[src/rtl/obstacle_pkg.sv]
// rtl/obstacle_pkg.sv - shared types and constants for the obstacle field
package obstacle_pkg;

   typedef enum logic [1:0] {
      GS_IDLE  = 2'b00,
      GS_RUN   = 2'b01,
      GS_PAUSE = 2'b10,
      GS_OVER  = 2'b11
   } game_state_e;

   typedef enum logic [1:0] {
      OT_ROCK   = 2'b00,
      OT_CACTUS = 2'b01,
      OT_BIRD   = 2'b10,
      OT_PIT    = 2'b11
   } obs_type_e;

   // x^8 + x^6 + x^5 + x^4 + 1 in right-shifting Galois form
   localparam logic [7:0] LFSR_SEED = 8'hA5;
   localparam logic [7:0] LFSR_TAPS = 8'hB8;

endpackage

[src/rtl/obs_lfsr.sv]
// rtl/obs_lfsr.sv - 8-bit Galois LFSR with enable, reseeded on reset
module obs_lfsr
   import obstacle_pkg::*;
(
   input  logic       clk,
   input  logic       reset_n,
   input  logic       en_i,
   output logic [3:0] rnd_o
);

   logic [7:0] state_q;
   logic [7:0] state_d;

   // one Galois step: shift right, fold the taps in when a one falls out
   always_comb begin
      state_d = state_q;
      if (en_i) begin
         state_d = {1'b0, state_q[7:1]} ^ (state_q[0] ? LFSR_TAPS : 8'h00);
      end
   end

   // state register, returns to the seed on reset
   always_ff @(posedge clk) begin
      if (!reset_n) begin
         state_q <= LFSR_SEED;
      end else begin
         state_q <= state_d;
      end
   end

   // only lane and type bits leave the block
   assign rnd_o = state_q[3:0];

endmodule

[src/rtl/obstacle_field.sv]
// rtl/obstacle_field.sv - NUM_OBS-slot obstacle scheduler with speed ramp
module obstacle_field
   import obstacle_pkg::*;
#(
   parameter int NUM_OBS    = 4,
   parameter int XW         = 10,
   parameter int X_START    = 740,
   parameter int DIV_W      = 10,
   parameter int SPAWN_GAP  = 180,
   parameter int RAMP_TICKS = 1024,
   parameter int MAX_SPEED  = 3
) (
   input  logic                             clk,
   input  logic                             reset_n,
   input  logic [1:0]                       game_state,
   output logic [NUM_OBS*XW-1:0]            obs_x,
   output logic [NUM_OBS*2-1:0]             obs_lane,
   output logic [NUM_OBS*2-1:0]             obs_type,
   output logic [NUM_OBS-1:0]               obs_active,
   output logic [NUM_OBS-1:0]               obs_flick,
   output logic                             tick,
   output logic [$clog2(NUM_OBS+1)-1:0]     passed,
   output logic [$clog2(MAX_SPEED+1)-1:0]   speed_lvl
);

   localparam int PW = $clog2(NUM_OBS+1);
   localparam int SW = $clog2(MAX_SPEED+1);
   localparam int GW = $clog2(SPAWN_GAP+1);
   localparam int RW = $clog2(RAMP_TICKS+1);
   localparam int IW = $clog2(NUM_OBS);
   localparam logic [DIV_W-1:0] DIV_BASE = '1;

   game_state_e gs;
   logic        run;
   logic        clear;
   logic        lfsr_rst_n;
   logic [3:0]  rnd;

   logic [DIV_W-1:0] div_cnt_q, div_cnt_d;
   logic [GW-1:0]    gap_cnt_q, gap_cnt_d;
   logic [RW-1:0]    ramp_cnt_q, ramp_cnt_d;
   logic [SW-1:0]    speed_q, speed_d;
   logic             tick_q, tick_d;
   logic [PW-1:0]    passed_q, passed_d;

   logic [DIV_W-1:0] period;
   logic             tick_now;
   logic             do_spawn;
   logic             spawn_any;
   logic [IW-1:0]    spawn_idx;
   logic [NUM_OBS-1:0] expire;

   // idle and game over behave exactly like reset; pause simply freezes
   assign gs         = game_state_e'(game_state);
   assign run        = reset_n && (gs == GS_RUN);
   assign clear      = !reset_n || (gs == GS_IDLE) || (gs == GS_OVER);
   assign lfsr_rst_n = !clear;

   obs_lfsr u_lfsr (
      .clk     (clk),
      .reset_n (lfsr_rst_n),
      .en_i    (run),
      .rnd_o   (rnd)
   );

   // movement period shrinks with speed level, never below one
   always_comb begin
      period = DIV_BASE >> speed_q;
      if (period == '0) begin
         period = DIV_W'(1);
      end
   end

   assign tick_now = run && (div_cnt_q >= period);

   // lowest-index slot that was free before this tick
   always_comb begin
      spawn_any = 1'b0;
      spawn_idx = '0;
      for (int i = NUM_OBS-1; i >= 0; i--) begin
         if (!obs_active[i]) begin
            spawn_any = 1'b1;
            spawn_idx = IW'(i);
         end
      end
   end

   assign do_spawn = tick_now && spawn_any && (gap_cnt_q >= GW'(SPAWN_GAP));

   // divider, spawn gap, ramp and registered pulses
   always_comb begin
      div_cnt_d  = div_cnt_q;
      gap_cnt_d  = gap_cnt_q;
      ramp_cnt_d = ramp_cnt_q;
      speed_d    = speed_q;
      tick_d     = 1'b0;
      passed_d   = '0;
      if (run) begin
         div_cnt_d = tick_now ? '0 : div_cnt_q + DIV_W'(1);
         tick_d    = tick_now;
         if (tick_now) begin
            for (int i = 0; i < NUM_OBS; i++) begin
               passed_d = passed_d + PW'(expire[i]);
            end
            if (do_spawn) begin
               gap_cnt_d = '0;
            end else if (gap_cnt_q < GW'(SPAWN_GAP)) begin
               gap_cnt_d = gap_cnt_q + GW'(1);
            end
            if (ramp_cnt_q == RW'(RAMP_TICKS-1)) begin
               ramp_cnt_d = '0;
               if (speed_q < SW'(MAX_SPEED)) begin
                  speed_d = speed_q + SW'(1);
               end
            end else begin
               ramp_cnt_d = ramp_cnt_q + RW'(1);
            end
         end
      end
   end

   // shared state registers
   always_ff @(posedge clk) begin
      if (clear) begin
         div_cnt_q  <= '0;
         gap_cnt_q  <= GW'(SPAWN_GAP);
         ramp_cnt_q <= '0;
         speed_q    <= '0;
         tick_q     <= 1'b0;
         passed_q   <= '0;
      end else begin
         div_cnt_q  <= div_cnt_d;
         gap_cnt_q  <= gap_cnt_d;
         ramp_cnt_q <= ramp_cnt_d;
         speed_q    <= speed_d;
         tick_q     <= tick_d;
         passed_q   <= passed_d;
      end
   end

   assign tick      = tick_q;
   assign passed    = passed_q;
   assign speed_lvl = speed_q;

   for (genvar g = 0; g < NUM_OBS; g++) begin : g_slot
      logic [XW-1:0] x_q, x_d;
      logic [1:0]    lane_q, lane_d;
      obs_type_e     type_q, type_d;
      logic          active_q, active_d;
      logic          flick_q, flick_d;
      logic          spawn_here;

      assign expire[g]  = tick_now && active_q && (x_q == '0);
      assign spawn_here = do_spawn && (spawn_idx == IW'(g));

      // per-slot move, expiry and spawn on a tick
      always_comb begin
         x_d      = x_q;
         lane_d   = lane_q;
         type_d   = type_q;
         active_d = active_q;
         flick_d  = flick_q;
         if (tick_now) begin
            if (active_q) begin
               if (x_q == '0) begin
                  active_d = 1'b0;
               end else begin
                  x_d     = x_q - XW'(1);
                  flick_d = !flick_q;
               end
            end else if (spawn_here) begin
               active_d = 1'b1;
               x_d      = XW'(X_START);
               lane_d   = rnd[1:0];
               type_d   = obs_type_e'(rnd[3:2]);
               flick_d  = 1'b0;
            end
         end
      end

      // per-slot registers; odd slots start with flicker set
      always_ff @(posedge clk) begin
         if (clear) begin
            x_q      <= XW'(X_START);
            lane_q   <= '0;
            type_q   <= OT_ROCK;
            active_q <= 1'b0;
            flick_q  <= (g % 2 == 1);
         end else begin
            x_q      <= x_d;
            lane_q   <= lane_d;
            type_q   <= type_d;
            active_q <= active_d;
            flick_q  <= flick_d;
         end
      end

      assign obs_x[g*XW +: XW]  = x_q;
      assign obs_lane[g*2 +: 2] = lane_q;
      assign obs_type[g*2 +: 2] = type_q;
      assign obs_active[g]      = active_q;
      assign obs_flick[g]       = flick_q;
   end

endmodule

[config.mk]
export PLATFORM = sky130hd
export DESIGN_NAME = obstacle_field
export DESIGN_NICKNAME = d
export VERILOG_FILES = /design/src/rtl/obstacle_pkg.sv /design/src/rtl/obs_lfsr.sv /design/src/rtl/obstacle_field.sv
export SDC_FILE = /design/constraint.sdc
export NUM_CORES = 1
export LEC_CHECK = 0
export BUFFER_PORTS_ARGS = -buffer_cell sky130_fd_sc_hd__buf_2
export CORE_MARGIN = 2
export CORE_UTILIZATION = 55
export DETAILED_ROUTE_END_ITERATION = 7
export GPL_TIMING_DRIVEN = 0
export PLACE_DENSITY = 0.85
export SYNTH_ARGS = -nofsm -noshare
export SYNTH_HDL_FRONTEND = slang
export SYNTH_SLANG_ARGS = --single-unit
[constraint.sdc]
create_clock -name clk -period 9.7 [get_ports clk]
set_input_delay 0.485 -clock clk [delete_from_list [all_inputs] [get_ports clk]]
set_output_delay 0.485 -clock clk [all_outputs]
set_load 0.1 [all_outputs]
---- Yosys cells after proc, flatten, opt, wreduce, memory -nomap -nowiden ----
Index checks and enable logic that the tools add are counted.
operators by class
  order comparisons ....................... 4
  add/subtract/negate cells ............... 11
  shifts and indexed selects .............. 1
  mux-type cells .......................... 50
  divide/modulo/power cells ............... 0
  equal/unequal tests ..................... 10
  reductions and logical operators ........ 48
  $mul .................................... 0
  bitwise gates (word level) .............. 7
operator list
  kind                                                      number
  two-way mux 10 bit                                        14
  logical NOT 10 bit                                        5
  subtractor 10 x 1 -> 10 bit, second input constant        4
  two-way mux 1 bit                                         28
  AND reduction 3 bit                                       9
  two-way mux 8 bit                                         3
  logical AND 1 bit                                         16
  adder 11 x 1 -> 11 bit, second input constant             1
  equality test 11 x 10 -> 1 bit, second input constant     1
  two-way mux 11 bit                                        1
  adder 10 x 1 -> 10 bit, second input constant             1
  greater-or-equal comparator 10 bit                        1
  nonzero test 2 bit                                        5
  right shift 10 x 2 -> 10 bit, first input constant        1
  adder 8 x 1 -> 8 bit, second input constant               1
  greater-or-equal comparator 8 bit, second input constant  1
  < comparator 8 bit, second input constant                 1
  two-way mux 2 bit                                         4
  inequality test 2 bit, second input constant              4
  bitwise XOR 7 x 8 -> 8 bit                                1
  equality test 2 bit, second input constant                3
  inverter 1 bit                                            6
  logical NOT 1 bit                                         5
  equality test 2 x 1 -> 1 bit, second input constant       2
  other kinds (11)                                          13
word-level totals
  RAM bits ................................ 0
  output and inout port bits .............. 70
  flip-flop bits (word level) ............. 107
  memory bits (read-only) ................. 0
  input port bits ......................... 4
  memories kept ........................... 0
  bits in latches ......................... 0

---- Logic depth before layout (Yosys ltp) ----
Gate-level depths: netlist (run 1).
  depth after elaboration ................. 10
  mapped depth ............................ 15

---- Hierarchy ----
A second synthesis (run 1) with hierarchy kept.
unflattened totals
  cells, all modules ...................... 590
  area total of the unflattened synthesis .. 5180.0 µm²
by module, submodules not included
  module          seq. area each (µm²)  cells each  instances  area an instance (µm²)
  obstacle_field  1981.9                557         1          4837.1
  obs_lfsr        160.2                 33          1          342.8

---- Worst setup path after synthesis (run 1) ----
Ideal clock, no wire load.
  kind .................................... register to register
  start point ............................. register speed_q[0] (netlist: speed_lvl[0])
  end point ............................... register passed_q[1] (netlist: passed[1])
  stages on the path, launching flop included .. 16
  clock period less this slack ............ 3.882 ns
  path buffers ............................ 1
  arrival ................................. 3.767 ns
  library setup time ...................... 0.115 ns
  slack ................................... 5.818 ns
  cell sequence ........................... dfxtp_1 > inv_1 > ha_1 > inv_1 > ha_1 > inv_1 > nor4_4 > nor2_1 > clkinv_1 > clkbuf_1 > nand3_1 > fa_1 > inv_1 > ha_1 > ha_1 > and2_1
between the ends
  longest elaborated chain between the ends .. 10
ends and longest elaborated chain
  element                                 line                   RTL
  start: declaration                      obstacle_field.sv:42   logic [SW-1:0] speed_q, speed_d;
  start signal: assignment                obstacle_field.sv:135  speed_q <= speed_d;
  right shift 10 x 2 -> 10 bit (*)        obstacle_field.sv:68   period = DIV_BASE >> speed_q;
  logical NOT 10 bit                      obstacle_field.sv:69   if (period == '0) begin
  two-way mux 10 bit (*)                  obstacle_field.sv:69
  greater-or-equal comparator 10 bit (*)  obstacle_field.sv:74   assign tick_now = run && (div_cnt_q >= period);
  logical AND 1 bit (*)                   obstacle_field.sv:74
  logical AND 1 bit (2 in a row)          obstacle_field.sv:153  assign expire[g] = tick_now && active_q && (x_q == '0);
  adder 1 x 1 -> 2 bit                    obstacle_field.sv:103  passed_d = passed_d + PW'(expire[i]);
  adder 2 x 1 -> 3 bit                    obstacle_field.sv:103
  adder 3 x 1 -> 3 bit                    obstacle_field.sv:103
  end signal: assignment                  obstacle_field.sv:137  passed_q <= passed_d;
  end: declaration                        obstacle_field.sv:44   logic [PW-1:0] passed_q, passed_d;
Every way passes the cells marked *; elsewhere a longest branch is shown, timed or not.
A chain may end at the register's enable or synchronous reset.

---- Worst setup path in the final report (run 1) ----
  start point ............................. register speed_q[1] (netlist: speed_lvl[1])
  end point ............................... register passed_q[1] (netlist: passed[1])
Same word-level chain as after synthesis.

==> results.py, run 1 <==
metrics = {
    "sta": {
        "grt_setup_unrepaired": "no",
        "hold_viol": 0,
        "period_utilization_pct": 40.4,
        "finalMaxSlewViolations": 0,
        "max_freq_mhz": 255,
        "worst_clock_skew_ns": 0.0107,
        "slew_headroom_pct": 41.1,
        "setup_viol": 0,
        "fin_setup_tns_ns": 0,
        "tightest_slew_ns": 0.875,
        "finalHoldWorstSlack_ns": 0.406,
        "finalCriticalPeriod_ns": 3.92,
    },
    "setup_path": {
        "start_kind": "flop",
        "cp-end-kind": "flop",
        "required_ns": 9.97,
        "reg2reg_setup_slack_ns": 5.78,
        "rr_endpoint": "passed[1]",
        "worstReg2RegStart": "speed_lvl[1]",
        "setup.worst_path.class": "flop to flop",
        "critical_path_peak_fanout": 10,
        "r2r.worst_path.cells": 15,
        "arrival_ns": 4.19,
    },
    "route": {
        "drc_errors": 0,
        "route.detailed.vias_per_inst": 6.23,
        "routed-via-count": 5049,
        "detailedRoute.firstIterationViolations": 398,
        "detail_route.wirelength_um": 13800,
        "drt_pre_antenna_iters": 5,
        "routed_length_per_placed_instance_um": 17.0,
        "antenna_violating_nets_post_route": 0,
    },
    "outcome": {
        "status": "finished, final reports clean",
    },
    "logic_synthesis": {
        "synth_seq_cells": 107,
        "synthesized_area_fraction_occupied_by_ao_oa_aoi_and_oai_cells_pct": 17.2,
        "syn_area_per_cell_um2": 8.51,
        "synthArstFlopShare_pct": 0,
        "syn_inst": 611,
        "number_of_flops_mapped_to_enable_cells_by_yosys": 0,
        "synth_top_family_by_area": "simple AND/OR/NAND/NOR gates",
        "yosys_most_used_dff": "dfxtp_1",
        "ys_warn_count": 0,
        "synth-xor-area-share_pct": 3.87,
        "post_synth_and_or_nand_nor_area_fraction_pct": 26.2,
        "syn-cell-area_um2": 5200,
        "synth-adder-area-share_pct": 4.23,
        "synth_cell_type_count": 57,
        "post_synth_mux_area_share_pct": 2.12,
        "synth_nets": 632,
        "ys_seq_area_share_pct": 41.2,
    },
    "die": {
        "die_h_um": 101,
        "fp-row-count": 35,
        "fp.dieW_um": 101,
        "coreArea_um2": 9200,
        "floorplan.initialDensity_pct": 56.6,
        "die-area_um2": 10300,
        "io_pins": 74,
    },
    "cells_and_area": {
        "drive_above_1_share_pct": 16.0,
        "number_of_standard_cells_in_the_layout_taps_in_and_fillers_out": 811,
        "final_net_count": 716,
        "layout_area_overhead_pct": 13.4,
        "number_of_antenna_diodes": 0,
    },
    "global_route": {
        "grt_first_pass_wirelength_um": 22500,
        "antenna_found_initial": 0,
        "global_route.overflow_total": 0,
        "aggregate_global_route_resource_usage_pct": 27.3,
        "pin_count_of_the_biggest_net_entering_global_routing": 17,
        "grt_pass1_vias": 4672,
    },
    "clock_tree": {
        "root_buffer": "clkbuf_8",
        "cts-hold-fix-buffers": 0,
        "cts_sinks": 107,
        "max-clock-path-buffers": 2,
        "clk_transition_reported_paths_ns": 0.10,
        "cts_setup_buffers": 0,
        "post_cts.resized_instances": 0,
        "clock_tree.htree_level_count": 3,
        "cts_tree": "built",
        "source_to_sink_clock_delay_at_the_later_pin_of_the_worst_skew_pair_ns": 0.37,
        "total_cts_buffers": 9,
    },
    "min_path": {
        "holdPathStages": 2,
        "hold-path-endpoint": "div_cnt_q[0]",
        "holdCritPathClass": "primary input to flop",
        "critical_hold_path_startpoint": "reset_n",
    },
    "flow_run": {
        "timing.max_cap.violations": 0,
    },
    "power": {
        "ir_drop_mv": 0.0721,
        "static-leakage-power_nw": 2.20,
        "powerDensity_nw_per_um2": 125,
    },
    "placement": {
        "cells_after_dpl": 795,
        "post-dp-hpwl_um": 9950,
        "place.port_buffers": 73,
        "gp_routability_congestion": 0.912,
    },
}
-- cell usage after synthesis (all sizes together), types with 2 or more instances --
library cell  count  area [µm²]
o211ai            6        45.0
nand2b            6        37.5
mux2i            11         110
nand3            51         255
o211a             5        50.1
or4              19         143
nor3b             2        15.0
and2              6        37.5
and3              7        43.8
o41ai             2        17.5
o2111a            2        22.5
o311ai            3        26.3
dfxtp           107        2140
xnor2            15         131
o2111ai           4        35.0
o22ai             2        12.5
clkbuf           23        86.3
buf              13        85.1
nor4              6        52.6
or2               5        31.3
a31oi             7        43.8
inv              26        97.6
nand2            47         176
a2111oi           3        52.6
o21ai            37         185
a21oi            36         180
nor2b             4        25.0
nor2             50         188
nand4b            5        43.8
a211oi            3        22.5
o31ai            19         148
ha               16         200
xor2              8        70.1
nand4            12        81.3
nand3b            3        26.3
or3              19         119
nor3              9        45.0
-- layout by cell type, fill, tap and decap left out, types with 15 or more instances in the layout --
cell type	n
nand2_1	47
o21ai_0	31
nand3_1	51
inv_1	26
or4_1	19
ha_1	16
xnor2_1	15
dfxtp_1	107
a21oi_1	36
nor2_1	50
o31ai_1	18
buf_2	78
clkbuf_1	25
or3_1	19
-- worst max-delay path: stages, from the launching register on --
cell	delay [ns]
dfxtp_1	0.38
inv_1	0.09
ha_1	0.13
inv_1	0.04
ha_1	0.31
a21oi_1	0.09
a21oi_1	0.51
nor2_1	0.17
clkinv_1	0.26
clkbuf_1	0.43
nand3_1	0.24
fa_1	0.55
inv_1	0.04
ha_1	0.19
ha_1	0.26
and2_1	0.13
-- flip-flops by register name, summed over array words and instances, names as in the netlist --
| signal | count |
|---|---|
| div_cnt_q | 10 |
| g_slot.active_q | 4 |
| g_slot.flick_q | 4 |
| g_slot.lane_q | 8 |
| g_slot.type_q | 8 |
| g_slot.x_q | 40 |
| gap_cnt_q | 8 |
| passed | 3 |
| ramp_cnt_q | 11 |
| speed_lvl | 2 |
| tick | 1 |
| u_lfsr.state_q | 8 |
-- where the power goes --
group	internal, mW	total [mW]	switching (mW)	leakage (nW)
registers	0.440	0.441	0.00108	0.863
clock network	0.126	0.277	0.151	0.0926
logic	0.00445	0.0201	0.0156	1.25
total	0.571	0.738	0.168	2.20
-- final cells by class --
type / count / area [µm²]
plain buffers: 36 / 171
clock buffers: 12 / 145
clock inverters: 4 / 50.0
fillers: 770 / 3290
inverters: 27 / 101
multi-input cells: 441 / 2790
flip-flops and latches: 107 / 2140
well taps: 111 / 139
repair buffers: 73 / 365
-- stage by stage --
step / instance area [µm²] / power (mW) / util, % / setup WS (ns)
finish: 5900 / 0.738 / 64.2 / 5.78
global route: 5900 / 0.759 / 64.2 / 5.62
CTS: 5900 / 0.739 / 64.2 / 5.84
detailed placement: 5710 / 0.471 / 62.1 / 5.85
global placement: 5710 / 0.470 / 62.1 / 5.91
floorplan: 5200 / 0.463 / - / 5.82
-- routing by layer --
| metal | track usage, % | up-vias | share of wire (%) |
|---|---|---|---|
| li1 | - | 2389 | - |
| met1 | 36.7 | 2389 | 42 |
| met2 | 44.8 | 247 | 48 |
| met3 | 3.45 | 24 | 8.5 |
| met4 | 10.6 | 0 | 2.2 |
| met5 | 0 | - | 0 |
-- how the worst max path moves through the flow --
stage | slack, ns | depth (start not counted) | endpoint | start
floorplan | 5.82 | 15 | passed[1] | speed_lvl[0]
global placement | 5.91 | 15 | passed[1] | speed_lvl[0]
detailed placement | 5.85 | 15 | passed[1] | speed_lvl[1]
CTS | 5.84 | 15 | passed[1] | speed_lvl[1]
global route | 5.62 | 15 | passed[1] | speed_lvl[1]
finish | 5.78 | 15 | passed[1] | speed_lvl[1]
-- cell families (layout without fill, tap and decap cells) --
logic type                 after synthesis  in the layout
AOI/OAI and AO/OA                      135            135
xor gates and xnor gates                23             23
adders and majority gates               17             17
buffers and inverters                   63            152
DFF                                    107            107
muxes                                   11             11
and+or+nand+nor                        255            255
Note: power is estimated with default switching activity, not from simulation.
==> run 2: changes to the inputs <==
--- a/config.mk
+++ b/config.mk
@@ -7,10 +7,10 @@
 export LEC_CHECK = 0
 export BUFFER_PORTS_ARGS = -buffer_cell sky130_fd_sc_hd__buf_2
 export CORE_MARGIN = 2
-export CORE_UTILIZATION = 55
+export CORE_UTILIZATION = 52
 export DETAILED_ROUTE_END_ITERATION = 7
 export GPL_TIMING_DRIVEN = 0
-export PLACE_DENSITY = 0.85
+export PLACE_DENSITY = 0.84
 export SYNTH_ARGS = -nofsm -noshare
 export SYNTH_HDL_FRONTEND = slang
 export SYNTH_SLANG_ARGS = --single-unit
==> constraint.sdc (replaced) <==
create_clock -name clk -period 3.6 [get_ports clk]
set_input_delay 0.18 -clock clk [delete_from_list [all_inputs] [get_ports clk]]
set_output_delay 0.18 -clock clk [all_outputs]
set_load 0.1 [all_outputs]
==> run 2 against run 1 <==
  * First-iteration DRC count is 3.5% higher
  * Clock skew is 0.0022 ns lower
  * Final area is 2.3% higher
  * Via count is 0.51% lower
  * Combinational power grew to 2.6 times the previous value
  * Register-to-register slack worse by 5.6 ns
  * Die area is 5.5% higher
  * Critical path depth is 2 lower
  * Clock power grew to 3.1 times the previous value
  * Largest power group unchanged
==> results.py, run 2 (synthesis results as in run 1) <==
metrics = {
    "outcome": {
        "status": "finished, final reports clean",
    },
    "cells_and_area": {
        "drive_above_1_share_pct": 17.8,
        "most-common-layout-cells": "dfxtp_1, buf_2, nand3_1, nor2_1, nand2_1",
        "fin_area_um2": 6040,
        "final_net_count": 723,
        "layout_area_overhead_pct": 16.0,
        "top_register": "g_slot.x_q",
        "layout_top_registers": "g_slot.x_q (40), ramp_cnt_q (11), div_cnt_q (10)",
        "most_common_cell_after_layout_fill_and_taps_aside": "dfxtp_1",
        "number_of_antenna_diodes": 0,
        "layout.core_utilization_pct": 62.0,
        "largest_register_ffs": 40,
    },
    "min_path": {
        "hold-path-endpoint": "div_cnt_q[0]",
        "critical_hold_path_startpoint": "reset_n",
        "holdCritPathClass": "primary input to flop",
        "holdPathStages": 2,
    },
    "sta": {
        "hold_viol": 0,
        "finalMaxSlewViolations": 0,
        "fin_setup_tns_ns": 0,
        "tightest_slew_ns": 0.824,
        "grt_setup_unrepaired": "no",
        "worst_clock_skew_ns": 0.00851,
        "period_utilization_pct": 93.5,
        "finalCriticalPeriod_ns": 3.37,
        "finalHoldWorstSlack_ns": 0.0869,
        "setup_viol": 0,
        "max_freq_mhz": 297,
        "slew_headroom_pct": 44.6,
        "finalWorstSetupSlack_ns": 0.233,
    },
    "die": {
        "coreArea_um2": 9730,
        "io_pins": 74,
        "die_h_um": 104,
        "die-area_um2": 10800,
        "floorplan.initialDensity_pct": 53.5,
        "fp-row-count": 36,
        "fp.dieW_um": 104,
    },
    "power": {
        "static-leakage-power_nw": 2.26,
        "powerDensity_nw_per_um2": 346,
        "ir_drop_mv": 0.228,
    },
    "setup_path": {
        "cpMaxStageDelayCell": "clkbuf_1",
        "worst_path_cell_chain": "inv_1 -> ha_1 -> inv_1 -> ha_1 -> a21oi_1 -> a21oi_2 -> nor2_1 -> clkbuf_1 -> clkbuf_1 -> nor3_1 -> ha_1 -> ha_1 -> and2_1",
        "rr_endpoint": "passed[1]",
        "critPathMaxStageDelay_ns": 0.47,
        "start_kind": "flop",
        "worstReg2RegStart": "speed_lvl[0]",
        "worst_path_most_repeated_cell": "ha_1",
        "worst_path_dominant_cell_family": "buffers and inverters",
        "r2r.worst_path.cells": 13,
        "required_ns": 3.88,
        "reg2reg_setup_slack_ns": 0.23,
        "critical_path.n_buffers_inverters": 4,
        "cp-end-kind": "flop",
        "critical_path_peak_fanout": 10,
        "arrival_ns": 3.65,
        "setup.worst_path.class": "flop to flop",
    },
    "route": {
        "drt_pre_antenna_iters": 6,
        "route.detailed.vias_per_inst": 5.98,
        "routed_length_per_placed_instance_um": 16.0,
        "routed-via-count": 5023,
        "antenna_violating_nets_post_route": 0,
        "detailedRoute.firstIterationViolations": 412,
        "drc_errors": 0,
        "detail_route.wirelength_um": 13400,
    },
    "clock_tree": {
        "clk_transition_reported_paths_ns": 0.10,
        "source_to_sink_clock_delay_at_the_later_pin_of_the_worst_skew_pair_ns": 0.38,
        "cts_sinks": 107,
        "cts_tree": "built",
        "clock_tree.htree_level_count": 3,
        "root_buffer": "clkbuf_8",
        "max-clock-path-buffers": 2,
        "total_cts_buffers": 9,
    },
    "flow_run": {
        "timing.max_cap.violations": 0,
    },
    "global_route": {
        "grt_first_pass_wirelength_um": 21900,
        "antenna_found_initial": 0,
        "grt_pass1_vias": 4735,
        "aggregate_global_route_resource_usage_pct": 24.3,
        "global_route.overflow_total": 0,
        "pin_count_of_the_biggest_net_entering_global_routing": 20,
    },
    "placement": {
        "place.port_buffers": 73,
        "area_after_detailed_placement_um2": 5740,
        "post-dp-hpwl_um": 9530,
        "gp_routability_congestion": 0.917,
        "detailedPlace.worstSlack_ns": -0.174,
    },
}
==> run 2: cell count changes in the layout (fill, tap and decap cells not counted), moves of 2 or more <==
cell      delta
buf_4        +8
dfxtp_1      -2
dfxtp_2      +2
clkbuf_1     -3
==> run 2: layout make-up <==
type / count / area, µm²
inverters: 27 / 105
well taps: 133 / 166
clock buffers: 11 / 151
multi-input cells: 441 / 2790
clock inverters: 5 / 83.8
flip-flops and latches: 107 / 2140
fillers: 817 / 3690
repair buffers: 81 / 425
plain buffers: 35 / 168
==> run 2: worst max-delay path by stage <==
stage                 to  slack, ns  cells after the start    startpoint
3_5_place_dp   passed[1]      -0.17                     15  speed_lvl[0]
4_1_cts        passed[1]       0.15                     14  speed_lvl[0]
6_report       passed[1]       0.23                     13  speed_lvl[0]
2_1_floorplan  passed[1]       0.08                     15  speed_lvl[0]
5_1_grt        passed[1]       0.02                     13  speed_lvl[0]
3_3_place_gp   passed[1]      -0.14                     15  speed_lvl[0]
==> run 2: power breakdown <==
| part | leakage (nW) | switching (mW) | internal [mW] |
|---|---|---|---|
| combinational | 1.29 | 0.0409 | 0.0121 |
| sequential | 0.864 | 0.00303 | 1.19 |
| clock | 0.112 | 0.417 | 0.432 |
==> run 2: per-stage QoR <==
step	power [mW]	instances
2_1_floorplan	1.25	611
5_1_grt	2.15	840
3_5_place_dp	1.27	817
3_3_place_gp	1.27	817
4_1_cts	2.10	832
6_report	2.09	840
==> run 2: what timing repair did <==
action	in CTS	in global routing
buffers inserted	0	8
gates resized for setup	1	1
hold buffers	0	0
pin swaps	0	1
setup endpoints to repair	3	3
==> run 2: metal layers <==
metal  vias to the layer above  global-route usage [%]  share of wire, %
met4                         0                    10.5               2.6
met5                         -                       0                 0
met2                       215                    42.1                49
met3                        40                    3.70               6.0
li1                       2403                       -                 -
met1                      2365                    30.1                43
